File: src/rtl/mcp47_pkg.sv
// Shared constants, command-byte helper and sequencer state encoding for the
// MCP47FEBxx multi-channel DAC update sequencer.
package mcp47_pkg;

    localparam logic [6:0] MCP47_DEV_ADDR = 7'h60;
    localparam logic [1:0] CMD_WRITE      = 2'b00;
    localparam logic [1:0] CMD_READ       = 2'b11;

    typedef enum logic [3:0] {
        IDLE = 4'd0,
        SCAN = 4'd1,
        CMD  = 4'd2,
        B0   = 4'd3,
        B1   = 4'd4,
        B2   = 4'd5,
        WAIT = 4'd6,
        NEXT = 4'd7,
        DONE = 4'd8
    } state_t;

    // First wire byte: register address in [7:3], command bits in [2:1], bit 0 reserved.
    function automatic logic [7:0] cmd_byte(input logic [4:0] reg_addr, input logic [1:0] cmd);
        return {reg_addr, cmd, 1'b0};
    endfunction

endpackage

File: src/rtl/mcp47_dac_multi_updater.sv
// Snapshots NUM_CH DAC codes on request and writes the changed (or forced) masked
// channels through an external i2c_master, retrying NACKed transfers.
module mcp47_dac_multi_updater
    import mcp47_pkg::*;
#(
    parameter int unsigned NUM_CH    = 2,
    parameter int unsigned VAL_W     = 12,
    parameter logic [6:0]  DEV_ADDR  = MCP47_DEV_ADDR,
    parameter int unsigned MAX_RETRY = 2
) (
    input  logic                    clk,
    input  logic                    rst,
    input  logic [NUM_CH*VAL_W-1:0] ch_value,
    input  logic [NUM_CH-1:0]       ch_mask,
    input  logic                    force_update,
    input  logic                    update_req,
    output logic                    busy,
    output logic                    done,
    output logic                    err,
    output logic [NUM_CH-1:0]       err_ch,
    output logic [6:0]              cmd_address,
    output logic                    cmd_start,
    output logic                    cmd_write_multiple,
    output logic                    cmd_stop,
    output logic                    cmd_valid,
    input  logic                    cmd_ready,
    output logic [7:0]              data_in,
    output logic                    data_in_valid,
    output logic                    data_in_last,
    input  logic                    data_in_ready,
    input  logic                    i2c_busy,
    input  logic                    missed_ack
);

    function automatic logic [15:0] ext16(input logic [VAL_W-1:0] v);
        logic [15:0] r;
        r = 16'h0000;
        r[VAL_W-1:0] = v;
        return r;
    endfunction

    state_t             state_r;
    logic [4:0]         idx_r;
    logic [3:0]         tries_r;
    logic [1:0]         wait_cnt_r;
    logic               nack_r;
    logic               pend_r;
    logic [15:0]        snap_val_r [NUM_CH];
    logic [NUM_CH-1:0]  snap_mask_r;
    logic               snap_force_r;
    logic [15:0]        shadow_r [NUM_CH];
    logic [NUM_CH-1:0]  shadow_valid_r;

    logic [15:0]        cur_code_s;
    logic [15:0]        cur_shadow_s;
    logic               cur_mask_s;
    logic               cur_valid_s;
    logic               need_write_s;
    logic               nack_any_s;
    logic               last_ch_s;

    // Select the current channel's snapshot/shadow and decide whether it needs a write.
    always_comb begin
        cur_code_s   = 16'h0000;
        cur_shadow_s = 16'h0000;
        cur_mask_s   = 1'b0;
        cur_valid_s  = 1'b0;
        for (int i = 0; i < NUM_CH; i++) begin
            cur_code_s   = cur_code_s   | ((idx_r == 5'(i)) ? snap_val_r[i] : 16'h0000);
            cur_shadow_s = cur_shadow_s | ((idx_r == 5'(i)) ? shadow_r[i]   : 16'h0000);
            cur_mask_s   = cur_mask_s   | ((idx_r == 5'(i)) & snap_mask_r[i]);
            cur_valid_s  = cur_valid_s  | ((idx_r == 5'(i)) & shadow_valid_r[i]);
        end
        need_write_s = cur_mask_s & (snap_force_r | ~cur_valid_s | (cur_shadow_s != cur_code_s));
        nack_any_s   = nack_r | missed_ack;
        last_ch_s    = (idx_r == 5'(NUM_CH - 1));
    end

    // Sequencer FSM with registered handshake, status and shadow state.
    always_ff @(posedge clk or posedge rst) begin
        if (rst) begin
            state_r            <= IDLE;
            idx_r              <= 5'd0;
            tries_r            <= 4'd0;
            wait_cnt_r         <= 2'd0;
            nack_r             <= 1'b0;
            pend_r             <= 1'b0;
            snap_mask_r        <= '0;
            snap_force_r       <= 1'b0;
            shadow_valid_r     <= '0;
            busy               <= 1'b0;
            done               <= 1'b0;
            err                <= 1'b0;
            err_ch             <= '0;
            cmd_address        <= 7'h00;
            cmd_start          <= 1'b0;
            cmd_write_multiple <= 1'b0;
            cmd_stop           <= 1'b0;
            cmd_valid          <= 1'b0;
            data_in            <= 8'h00;
            data_in_valid      <= 1'b0;
            data_in_last       <= 1'b0;
            for (int i = 0; i < NUM_CH; i++) begin
                snap_val_r[i] <= 16'h0000;
                shadow_r[i]   <= 16'h0000;
            end
        end else begin
            if (update_req && (state_r != IDLE)) begin
                pend_r <= 1'b1;
            end
            case (state_r)
                IDLE: begin
                    if (update_req || pend_r) begin
                        for (int i = 0; i < NUM_CH; i++) begin
                            snap_val_r[i] <= ext16(ch_value[i*VAL_W +: VAL_W]);
                        end
                        snap_mask_r  <= ch_mask;
                        snap_force_r <= force_update;
                        err          <= 1'b0;
                        err_ch       <= '0;
                        pend_r       <= 1'b0;
                        busy         <= 1'b1;
                        idx_r        <= 5'd0;
                        state_r      <= SCAN;
                    end
                end
                SCAN: begin
                    if (need_write_s) begin
                        tries_r            <= 4'd0;
                        nack_r             <= 1'b0;
                        cmd_address        <= DEV_ADDR;
                        cmd_start          <= 1'b1;
                        cmd_write_multiple <= 1'b1;
                        cmd_stop           <= 1'b1;
                        cmd_valid          <= 1'b1;
                        state_r            <= CMD;
                    end else if (last_ch_s) begin
                        done    <= 1'b1;
                        busy    <= 1'b0;
                        state_r <= DONE;
                    end else begin
                        idx_r <= idx_r + 5'd1;
                    end
                end
                CMD: begin
                    nack_r <= nack_any_s;
                    if (cmd_ready) begin
                        cmd_address        <= 7'h00;
                        cmd_start          <= 1'b0;
                        cmd_write_multiple <= 1'b0;
                        cmd_stop           <= 1'b0;
                        cmd_valid          <= 1'b0;
                        data_in            <= cmd_byte(idx_r, CMD_WRITE);
                        data_in_valid      <= 1'b1;
                        state_r            <= B0;
                    end
                end
                B0: begin
                    nack_r <= nack_any_s;
                    if (data_in_ready) begin
                        data_in <= cur_code_s[15:8];
                        state_r <= B1;
                    end
                end
                B1: begin
                    nack_r <= nack_any_s;
                    if (data_in_ready) begin
                        data_in      <= cur_code_s[7:0];
                        data_in_last <= 1'b1;
                        state_r      <= B2;
                    end
                end
                B2: begin
                    nack_r <= nack_any_s;
                    if (data_in_ready) begin
                        data_in       <= 8'h00;
                        data_in_valid <= 1'b0;
                        data_in_last  <= 1'b0;
                        wait_cnt_r    <= 2'd0;
                        state_r       <= WAIT;
                    end
                end
                WAIT: begin
                    nack_r <= nack_any_s;
                    // Hold off two cycles so the master has raised i2c_busy for the stop phase.
                    if (wait_cnt_r != 2'd2) begin
                        wait_cnt_r <= wait_cnt_r + 2'd1;
                    end else if (!i2c_busy) begin
                        if (!nack_any_s) begin
                            for (int i = 0; i < NUM_CH; i++) begin
                                if (idx_r == 5'(i)) begin
                                    shadow_r[i]       <= cur_code_s;
                                    shadow_valid_r[i] <= 1'b1;
                                end
                            end
                            state_r <= NEXT;
                        end else if (tries_r < 4'(MAX_RETRY)) begin
                            tries_r            <= tries_r + 4'd1;
                            nack_r             <= 1'b0;
                            cmd_address        <= DEV_ADDR;
                            cmd_start          <= 1'b1;
                            cmd_write_multiple <= 1'b1;
                            cmd_stop           <= 1'b1;
                            cmd_valid          <= 1'b1;
                            state_r            <= CMD;
                        end else begin
                            err <= 1'b1;
                            for (int i = 0; i < NUM_CH; i++) begin
                                if (idx_r == 5'(i)) begin
                                    err_ch[i] <= 1'b1;
                                end
                            end
                            state_r <= NEXT;
                        end
                    end
                end
                NEXT: begin
                    if (last_ch_s) begin
                        done    <= 1'b1;
                        busy    <= 1'b0;
                        state_r <= DONE;
                    end else begin
                        idx_r   <= idx_r + 5'd1;
                        state_r <= SCAN;
                    end
                end
                DONE: begin
                    done    <= 1'b0;
                    state_r <= IDLE;
                end
                default: begin
                    state_r <= IDLE;
                end
            endcase
        end
    end

endmodule
File: config.mk
export PLATFORM = sky130hd
export DESIGN_NAME = mcp47_dac_multi_updater
export DESIGN_NICKNAME = d
export VERILOG_FILES = /design/src/rtl/mcp47_pkg.sv /design/src/rtl/mcp47_dac_multi_updater.sv
export SDC_FILE = /design/constraint.sdc
export NUM_CORES = 1
export LEC_CHECK = 0
export CAP_MARGIN = 0
export CORE_MARGIN = 4
export CORE_UTILIZATION = 55
export DETAILED_ROUTE_END_ITERATION = 12
export PLACE_DENSITY = 0.8
export SETUP_SLACK_MARGIN = 0.4
export SLEW_MARGIN = 0
export SYNTH_ARGS = -nofsm -noshare
export SYNTH_HDL_FRONTEND = slang
export SYNTH_SLANG_ARGS = --single-unit
File: constraint.sdc
create_clock -name clk -period 3.5 [get_ports clk]
set_clock_uncertainty 0.15 [all_clocks]
set_input_delay 0.525 -clock clk [delete_from_list [all_inputs] [get_ports clk]]
set_output_delay 0.525 -clock clk [all_outputs]
set_load 0.05 [all_outputs]
==> results.md, run 1 <==
- Status: finished, final reports clean
- Die height: 99.3 µm
- Setup WS post-layout: 210 ps
- Clk_lat worst skew: 360 ps
- Hold Crit Class: flop to flop
- Wire length of the first global-routing pass: 20000 µm
- Combinational family with the most area after synthesis: compound AO/OA/AOI/OAI gates
- Clock root cell: clkbuf_8
- DR vias: 4223
- Post-synth EDFFs: 0
- Nets@finish: 614
- Post-Syn Instances: 502
- CTS tree: done
- Compound-Gate Fraction of Synth Area: 0.200
- Synth Register Bits: 86
- Worst vdd ir: 0.625 mV
- H-tree levels: 3
- IO Port Bufs: 54
- Post-Synth XOR/XNOR Area: 0.00382
- Chip width: 99.3 µm
- Vias in the first global route: 4083
- Setup slack at placement: 156 ps
- CTS max path bufs: 2
- Cell area after layout: 0.00597 mm²
- Routed Antenna Nets: 0
- DR WL/cell: 18.8 µm
- Initial Util: 0.561
- GR Util All Layers: 0.252
- CTS Hold Bufs: 0
- Max Cap Viol: 0
- Total negative slack: 0 ps
- Die area: 0.00986 mm²
- Static Leak: 2.54 nW
- Post-Route WL: around 13000 µm
- Final min period: approximately 3300 ps
- Post-synth ARST share: 1.00
- Area Growth Syn to Fin: 30.3%
- P per Cell Area: 977 mW/mm²
- Top Ports: 60
- Commonest non-fill, non-tap cell in the layout: dfrtp_1
- WP data arrival: 3390 ps
- Distinct cells, synth: 51
- Worst slew pin tran: 927 ps
- Period utilization: 0.940
- Slew headroom: 0.380
- Crit path kind: flop to flop
- Fmax: 304 MHz
- Avg Cell Area, Syn: 9.13 µm²
- Ant. Diodes: 0
- Post-route DRC: 0
- Core Area: 0.00818 mm²
- Share of layout cells above drive strength 1: 0.202
- Final setup viols: 0
- Worst setup EP type: flop
- TritonCTS buffer count: 9
- Largest net degree at the start of global routing: 48
- Simple-Gate Fraction of Synth Area: 0.189
- WHS Path Cells: 1
- Initial antenna violation count: 0
- Worst-path maximum fanout: 6
- Placed cells: 640
- Max-slew violations: 0
- Non-Filler Instances: 685
- Cell Area, Synth: 0.00458 mm²
- FILL cells: 589
- Final count of hold timing violations: 0
- Yosys warnings: 0
- Sink Count: 86
- Total grt overflow: 0
- Worst setup SP type: flop
- Pre-antenna DRT Iters: 5
- Commonest cells after routing, fill and taps aside: dfrtp_1 (85), nand2_1 (67), clkdlybuf4s50_1 (54)
- Post-DP HPWL: 8100 µm
- CP required: around 3600 ps
- Row Count: 33
- Hold slack: approximately 350 ps
- Unrepaired setup endpoints after global routing: yes
- Proportion of synthesized area in mux cells: 0.0682
- Initial DRC count: 468
- Sequential-to-total area share from yosys stat: 0.469
- GPL Wtd Cong: 0.904
- Ys flop type: dfrtp_1
- Clock Pin Slew Worst Setup and Hold Paths: 80 ps
- Placed cell area: 0.00522 mm²
- Worst r2r path cells: 15
- Post-DR vias/cell: 6.16
- Adder-cell share of the synthesized area: 0.0136
## path summary, 6_finish.rpt
kind                             from              to  slack [ps]
max                          idx_r[1]      state_r[2]         210
min                        tries_r[0]      tries_r[0]         350
max reg2reg                  idx_r[1]      state_r[2]         210
min reg2reg                tries_r[0]      tries_r[0]         350
max in group asynchronous         rst        idx_r[2]        2090
min in group asynchronous         rst  snap_val_r[22]         420
## cell type report
| type | count | area, µm² | share of cell area |
|---|---|---|---|
| Multi-Input combinational cell | 369 | 2410 | 0.403 |
| Sequential cell | 86 | 2150 | 0.360 |
| Timing Repair Buffer | 93 | 988 | 0.165 |
| Clock buffer | 12 | 135 | 0.0226 |
| Tap cell | 105 | 131 | 0.0220 |
| Clock inverter | 4 | 95.1 | 0.0159 |
| Inverter | 16 | 61.3 | 0.0103 |
## sequential cells by signal (all words and copies together), names as in the netlist
signal,flops
shadow_valid_r,2
tries_r,4
err_ch,2
data_in_valid,1
data_in,8
shadow_r,24
snap_val_r,24
idx_r,5
busy,1
cmd_address,1
data_in_last,1
err,1
nack_r,1
pend_r,1
snap_force_r,1
wait_cnt_r,2
done,1
state_r,4
snap_mask_r,2
## worst max-delay path: stages, from the launching register on
cell	delay, ps
dfrtp_1	410
inv_2	110
ha_4	150
nor4b_4	220
buf_6	150
buf_6	90
bufbuf_16	240
a211oi_2	80
nor3_2	230
nand3_1	160
o31ai_2	270
buf_4	190
nand3_1	130
a21oi_2	220
a21oi_1	100
mux2_2	280
## cells in the mapped netlist (3+ instances only)
cell type	number	share of area
a211oi_1	9	0.015
a21o_1	3	0.0049
a21oi_1	48	0.052
a22oi_1	10	0.016
a31oi_1	14	0.019
and2_1	6	0.0082
buf_2	3	0.0033
buf_4	13	0.021
clkbuf_1	16	0.013
dfrtp_1	86	0.47
ha_1	5	0.014
inv_1	16	0.013
mux2_2	26	0.064
nand2_1	67	0.055
nand2b_1	24	0.033
nand3_1	8	0.0087
nand4_1	6	0.0082
nor2_1	35	0.029
nor2b_1	9	0.012
nor3_1	10	0.011
o21ai_0	41	0.045
o21ai_1	3	0.0033
o22ai_1	5	0.0068
## cell families after synthesis
group                    Yosys count
buffers and inverters             51
flip-flops                        86
adder cells (fa/ha/maj)            5
AO/OA/AOI/OAI                    152
XOR/XNOR                           2
AND/OR/NAND/NOR                  177
multiplexers                      28
other                              1
## routing by layer
| metal | global-route usage | vias to the layer above | part of all wire |
|---|---|---|---|
| li1 | - | 1916 | - |
| met1 | 0.335 | 1990 | 0.40 |
| met2 | 0.413 | 256 | 0.47 |
| met3 | 0.0540 | 61 | 0.089 |
| met4 | 0.0851 | 0 | 0.038 |
| met5 | 0 | - | 0 |
## report_power, final
group | internal (W) | switching (W)
registers | 0.00131 | 0.000352
clock network | 0.000474 | 0.000353
logic | 0.00152 | 0.00183
## through the flow
| step | util | total power [W] |
|---|---|---|
| finish | 0.731 | 0.00584 |
| global route | 0.731 | 0.00615 |
| CTS | 0.707 | 0.00546 |
| detailed placement | 0.639 | 0.00420 |
| global placement | 0.639 | 0.00414 |
| floorplan | - | 0.00344 |
## repair_timing
item / 4_1_cts / 5_1_grt
setup buffers: 16 / 10
gates resized for setup: 25 / 19
cloned: 3 / 0
pin swaps: 15 / 13
endpoints found under the setup margin: 15 / 15
No activity file was read; power rests on OpenSTA's default activity.
==> run 2, diff against run 1 <==
--- a/config.mk
+++ b/config.mk
@@ -7,9 +7,10 @@
 export LEC_CHECK = 0
 export CAP_MARGIN = 0
 export CORE_MARGIN = 4
-export CORE_UTILIZATION = 55
+export CORE_UTILIZATION = 50
+export CTS_CLUSTER_DIAMETER = 50
 export DETAILED_ROUTE_END_ITERATION = 12
-export PLACE_DENSITY = 0.8
+export PLACE_DENSITY = 0.76
 export SETUP_SLACK_MARGIN = 0.4
 export SLEW_MARGIN = 0
 export SYNTH_ARGS = -nofsm -noshare
==> constraint.sdc (replaced) <==
create_clock -name clk -period 2.9 [get_ports clk]
set_clock_uncertainty 0.15 [all_clocks]
set_input_delay 0.435 -clock clk [delete_from_list [all_inputs] [get_ports clk]]
set_output_delay 0.435 -clock clk [all_outputs]
set_load 0.05 [all_outputs]
==> results.md, run 2 (synthesized netlist as in run 1, its figures left out) <==
- Gr busiest metal: met2 (unchanged)
- TritonCTS buffer count: 9 (unchanged)
- Initial antenna violation count: 0 (unchanged)
- GR Util All Layers: 0.225 (was 0.252)
- Row Count: 34 (was 33)
- Slew headroom: 0.616 (was 0.380)
- Met3 Usage GRT: 0.0535 (was 0.0540)
- CTS max path bufs: 2 (unchanged)
- Period utilization: 1.04 (was 0.940)
- DR WL/cell: 17.6 µm (was 18.8 µm)
- R2r setup slk: -120 ps (was 210 ps)
- GPL Wtd Cong: 0.900 (was 0.904)
- IO Port Bufs: 54 (unchanged)
- Routed Antenna Nets: 0 (unchanged)
- Worst-path maximum fanout: 11 (was 6)
- Failing checks: negative setup slack
- H-tree levels: 3 (unchanged)
- Worst setup EP type: flop (unchanged)
- Area Growth Syn to Fin: 28.2% (was 30.3%)
- Die height: 104 µm (was 99.3 µm)
- Net Sw Frac: 0.444 (was 0.435)
- Cell area after layout: 0.00588 mm² (was 0.00597 mm²)
- Vias in the first global route: 3988 (was 4083)
- Commonest cells after routing, fill and taps aside: dfrtp_1 (85), nand2_1 (67), clkdlybuf4s50_1 (54) (unchanged)
- Pre-antenna DRT Iters: 5 (unchanged)
- Clk_lat worst skew: 360 ps (about the same)
- Post-DR vias/cell: 5.98 (was 6.16)
- Worst vdd ir: 0.713 mV (was 0.625 mV)
- Critical Path Sink: busy (was state_r[2])
- Logic gate share of total power: 0.567 (was 0.574)
- GR Layer Usage met2: 0.372 (was 0.413)
- Final count of hold timing violations: 0 (unchanged)
- Post-Route WL: 12200 µm (was 12900 µm)
- P per Cell Area: 1120 mW/mm² (was 977 mW/mm²)
- Grt met1 use: 0.300 (was 0.335)
- Clock Pin Slew Worst Setup and Hold Paths: 90 ps (was 80 ps)
- Max-slew violations: 0 (unchanged)
- Core Area: 0.00881 mm² (was 0.00818 mm²)
- Unrepaired setup endpoints after global routing: yes (unchanged)
- Setup WS post-layout: -123 ps (was 210 ps)
- CP required: 3010 ps (was 3600 ps)
- Register share of total power: 0.300 (was 0.284)
- Crit Reg-Reg Endpoint: busy (was state_r[2])
- Crit path kind: flop to flop (unchanged)
- Total negative slack: -959 ps (was 0 ps)
- Placed cell area: 0.00542 mm² (was 0.00522 mm²)
- CTS tree: done (unchanged)
- Largest net degree at the start of global routing: 87 (was 48)
- WP data arrival: 3130 ps (was 3390 ps)
- Clock share of power: 0.133 (was 0.142)
- Wire length of the first global-routing pass: 19700 µm (was 20000 µm)
- Hold Crit Class: flop to flop (unchanged)
- Initial DRC count: 335 (was 468)
- Post-route DRC: 0 (unchanged)
- Fmax: 331 MHz (was 304 MHz)
- Reg2reg start: idx_r[1] (unchanged)
- Worst slew pin tran: 572 ps (was 927 ps)
- Chip width: 104 µm (was 99.3 µm)
- Commonest non-fill, non-tap cell in the layout: dfrtp_1 (unchanged)
- Setup slack at placement: -152 ps (was 156 ps)
- Die area: 0.0108 mm² (was 0.00986 mm²)
- Final setup viols: 13 (was 0)
- Share of layout cells above drive strength 1: 0.198 (was 0.202)
- Post-DP HPWL: 8340 µm (was 8100 µm)
- Nets@finish: 620 (was 614)
- Status: finished, violations left (was finished, final reports clean)
- Clock root cell: clkbuf_8 (unchanged)
- DR vias: 4148 (was 4223)
- Max Cap Viol: 0 (unchanged)
- Final min period: 3020 ps (was 3290 ps)
- Ant. Diodes: 0 (unchanged)
- Sink Count: 86 (unchanged)
- Psw: 0.00293 W (was 0.00254 W)
- Critical Path Start: idx_r[1] (unchanged)
- Worst r2r path cells: 14 (was 15)
- Initial Util: 0.521 (was 0.561)
- Hold slack: 343 ps (was 346 ps)
- Top Ports: 60 (unchanged)
- Power Internal: 0.00366 W (was 0.00330 W)
- Total grt overflow: 0 (unchanged)
- Static Leak: 2.50 nW (was 2.54 nW)
- Largest regs: shadow_r x24, snap_val_r x24, data_in x8 (unchanged)
- Worst setup SP type: flop (unchanged)
==> run 2: layer usage <==
metal / share of wire / wire, µm / vias up
met2: 0.49 / 5960 / 176
met5: 0 / 0 / -
met4: 0.018 / 218 / 0
met3: 0.071 / 873 / 28
met1: 0.42 / 5190 / 2021
li1: - / - / 1923
==> run 2: per-stage QoR <==
| stage | util | power, W | instances |
|---|---|---|---|
| after floorplan | - | 0.00420 | 506 |
| after global placement | 0.616 | 0.00521 | 663 |
| after detailed placement | 0.616 | 0.00531 | 663 |
| after CTS | 0.656 | 0.00641 | 690 |
| after global routing | 0.668 | 0.00699 | 694 |
| final | 0.668 | 0.00659 | 694 |
==> run 2: worst min path at each step <==
stage | startpoint | end | cells past startpoint
after floorplan | tries_r[0] | tries_r[0] | 1
after global placement | tries_r[3] | tries_r[3] | 1
after detailed placement | tries_r[0] | tries_r[0] | 1
after CTS | tries_r[0] | tries_r[0] | 1
after global routing | wait_cnt_r[0] | wait_cnt_r[0] | 1
final | wait_cnt_r[0] | wait_cnt_r[0] | 1
==> run 2: power groups by stage <==
stage | clock, W | sequential [W] | combinational [W]
2_1_floorplan | 0 | 0.00214 | 0.00206
6_report | 0.000874 | 0.00198 | 0.00374
3_3_place_gp | 0 | 0.00196 | 0.00325
5_1_grt | 0.000935 | 0.00204 | 0.00402
4_1_cts | 0.000884 | 0.00197 | 0.00356
3_5_place_dp | 0 | 0.00198 | 0.00333
==> run 2: final cells by class <==
| cell class | instances | area [µm²] |
|---|---|---|
| Fill cell | 707 | 2930 |
| Clock inverter | 3 | 43.8 |
| Timing Repair Buffer | 99 | 982 |
| Inverter | 16 | 63.8 |
| Clock buffer | 13 | 159 |
| Tap cell | 108 | 135 |
| Sequential cell | 86 | 2150 |
| Multi-Input combinational cell | 369 | 2340 |
==> run 2: timing repair <==
item	4_1_cts	5_1_grt
gates resized for setup	12	11
pin swaps	7	7
setup buffers	11	3
gates cloned	0	1
hold buffers	0	0
endpoints found under the setup margin	15	15
==> run 2: critical path: stages (launching register included) <==
cell	delay [ps]
dfrtp_1	400
inv_2	100
ha_4	140
nor4b_4	270
buf_12	180
a21oi_1	80
o41ai_1	320
nand4_1	160
nor4_2	270
buf_4	170
a31oi_4	100
o211ai_2	170
buf_6	160
nand2_4	70
o22a_1	160
==> run 3, diff against run 2 <==
--- a/config.mk
+++ b/config.mk
@@ -7,12 +7,12 @@
 export LEC_CHECK = 0
 export CAP_MARGIN = 0
 export CORE_MARGIN = 4
-export CORE_UTILIZATION = 50
+export CORE_UTILIZATION = 33
 export CTS_CLUSTER_DIAMETER = 50
 export DETAILED_ROUTE_END_ITERATION = 12
-export PLACE_DENSITY = 0.76
+export MAX_ROUTING_LAYER = met4
 export SETUP_SLACK_MARGIN = 0.4
-export SLEW_MARGIN = 0
+export SLEW_MARGIN = 20
 export SYNTH_ARGS = -nofsm -noshare
 export SYNTH_HDL_FRONTEND = slang
 export SYNTH_SLANG_ARGS = --single-unit
==> results.md, run 3 (synthesized netlist as in run 1, its figures left out) <==
- Status: finished, violations left (unchanged)
- Failing checks: negative setup slack (unchanged)
- Final min period: 3070 ps (was 3020 ps)
- Family with the most delay on the worst path: simple AND/OR/NAND/NOR gates (was compound AO/OA/AOI/OAI gates)
- Die area: 0.0158 mm² (was 0.0108 mm²)
- Share of layout cells above drive strength 1: 0.217 (was 0.198)
- Core Area: 0.0134 mm² (was 0.00881 mm²)
- WP data arrival: 3190 ps (was 3130 ps)
- Initial antenna violation count: 0 (unchanged)
- Routed Antenna Nets: 0 (unchanged)
- Final setup viols: 15 (was 13)
- DR WL/cell: 16.5 µm (was 17.6 µm)
- CP max stage cell: dfrtp_1 (unchanged)
- Worst vdd ir: 0.515 mV (was 0.713 mV)
- Met3 WL: 622 µm (was 873 µm)
- Top routing layer in use: met4 (unchanged)
- CTS Hold Bufs: 0 (unchanged)
- Sink Count: 86 (unchanged)
- CTS max path bufs: 2 (unchanged)
- Top Ports: 60 (unchanged)
- GR Util All Layers: 0.171 (was 0.225)
- Post-Route WL: 12800 µm (was 12200 µm)
- WL met1: 5980 µm (was 5190 µm)
- Worst r2r path cells: 13 (was 14)
- TritonCTS buffer count: 9 (unchanged)
- Post-DR vias/cell: 5.20 (was 5.98)
- Clock Pin Slew Worst Setup and Hold Paths: 60 ps (was 90 ps)
- Crit path cell chain: inv_2 > ha_4 > nor4b_4 > bufbuf_16 > a21oi_4 > a31oi_2 > a31oi_2 > nor4_4 > a31oi_2 > o211ai_2 > buf_6 > nand3_1 > mux2i_1 (was inv_2 > ha_4 > nor4b_4 > buf_12 > a21oi_1 > o41ai_1 > nand4_1 > nor4_2 > buf_4 > a31oi_4 > o211ai_2 > buf_6 > nand2_4 > o22a_1)
- Fmax: 326 MHz (was 331 MHz)
- Crit Reg-Reg Endpoint: idx_r[2] (was busy)
- Initial DRC count: 322 (was 335)
- Ant. Diodes: 0 (unchanged)
- DR vias: 4010 (was 4148)
- Wire length of the first global-routing pass: 21100 µm (was 19700 µm)
- Crit path kind: flop to flop (unchanged)
- Layout Utilization: 0.459 (was 0.668)
- Max Cap Viol: 0 (unchanged)
- Worst-path maximum fanout: 6 (was 11)
- Routed wl met2: 5860 µm (was 5960 µm)
- Chip width: 126 µm (was 104 µm)
- Final count of hold timing violations: 0 (unchanged)
- Hold Crit Class: primary input to async pin (was flop to flop)
- Area Growth Syn to Fin: 34.1% (was 28.2%)
- Worst setup EP type: flop (unchanged)
- Nets@finish: 629 (was 620)
- P per Cell Area: 1160 mW/mm² (was 1120 mW/mm²)
- Post-route DRC: 0 (unchanged)
- IO Port Bufs: 54 (unchanged)
- GPL Wtd Cong: 0.947 (was 0.900)
- Largest regs: shadow_r x24, snap_val_r x24, data_in x8 (unchanged)
- Commonest cells after routing, fill and taps aside: dfrtp_1 (85), nand2_1 (66), clkdlybuf4s50_1 (54) (was dfrtp_1 (85), nand2_1 (67), clkdlybuf4s50_1 (54))
- Static Leak: 2.60 nW (was 2.50 nW)
- Row Count: 42 (was 34)
- Largest net degree at the start of global routing: 75 (was 87)
- Hold slack: 261 ps (was 343 ps)
- Most used cell, CP: a31oi_2
- Post-DP HPWL: 8970 µm (was 8340 µm)
- Buf/Inv on CP: 3 (was 4)
- Setup WS post-layout: -167 ps (was -123 ps)
- H-tree levels: 3 (unchanged)
- Vias in the first global route: 4130 (was 3988)
- Worst slew pin tran: 579 ps (was 572 ps)
- Max stage delay on crit path: 380 ps (was 400 ps)
- FILL cells: 1280 (was 707)
- Clock root cell: clkbuf_16 (was clkbuf_8)
- Slew headroom: 0.610 (was 0.616)
- Pre-antenna DRT Iters: 5 (unchanged)
- Total grt overflow: 0 (unchanged)
- Worst setup SP type: flop (unchanged)
- Commonest non-fill, non-tap cell in the layout: dfrtp_1 (unchanged)
- Max-slew violations: 0 (unchanged)
- CP required: 3020 ps (was 3010 ps)
- Reg area: 0.00215 mm² (unchanged)
- Initial Util: 0.342 (was 0.521)
- Reg2reg start: idx_r[1] (unchanged)
- CTS tree: done (unchanged)
- Die height: 126 µm (was 104 µm)
- R2r setup slk: -170 ps (was -120 ps)
- Clk_lat worst skew: 350 ps (was 360 ps)
- Multi-input gate area: 0.00237 mm² (was 0.00234 mm²)
- Period utilization: 1.06 (was 1.04)
- Unrepaired setup endpoints after global routing: yes (unchanged)
-- run 3: area by class of cell --
type | instances | share of cell area
Timing Repair Buffer | 108 | 0.169
Inverter | 16 | 0.0104
Multi-Input combinational cell | 369 | 0.386
Clock inverter | 4 | 0.00733
Sequential cell | 86 | 0.350
Tap cell | 176 | 0.0358
Clock buffer | 12 | 0.0417
-- run 3: repair_timing --
item	4_1_cts	5_1_grt
setup endpoints to repair	15	20
pin swaps	17	9
resized for setup	24	11
buffers inserted	14	3
gates cloned	2	0
-- run 3: through the flow --
stage                     area, µm²  power, W  cells  setup WS, ps  setup TNS [ps]
after detailed placement       5510   0.00533    736          -220           -1630
after global placement         5510   0.00528    736          -204           -1480
after global routing           6150   0.00757    771          -390           -4920
final                          6150   0.00711    771          -167           -1590
after floorplan                4650   0.00420    506           151               0
after CTS                      6070   0.00699    768          -123            -835
-- run 3: how the worst max path moves through the flow --
stage	start	to	slack, ps	cells after the start
detailed placement	idx_r[0]	busy	-220	12
global route	idx_r[1]	busy	-390	13
CTS	idx_r[0]	busy	-120	13
finish	idx_r[1]	idx_r[2]	-170	13
floorplan	idx_r[1]	busy	150	12
global placement	idx_r[3]	busy	-200	10
-- run 3: power breakdown --
group	switching [W]	leakage, nW	internal, W	total [W]
clock network	0.000466	0.152	0.000710	0.00118
logic	0.00216	1.34	0.00181	0.00396
registers	0.000394	1.10	0.00158	0.00197
total	0.00301	2.60	0.00410	0.00711
-- run 3: layer usage --
metal,vias to the layer above,GRT usage
met5,-,-
met4,0,0.0700
met3,24,0.0271
met2,132,0.261
met1,1912,0.228
li1,1942,-
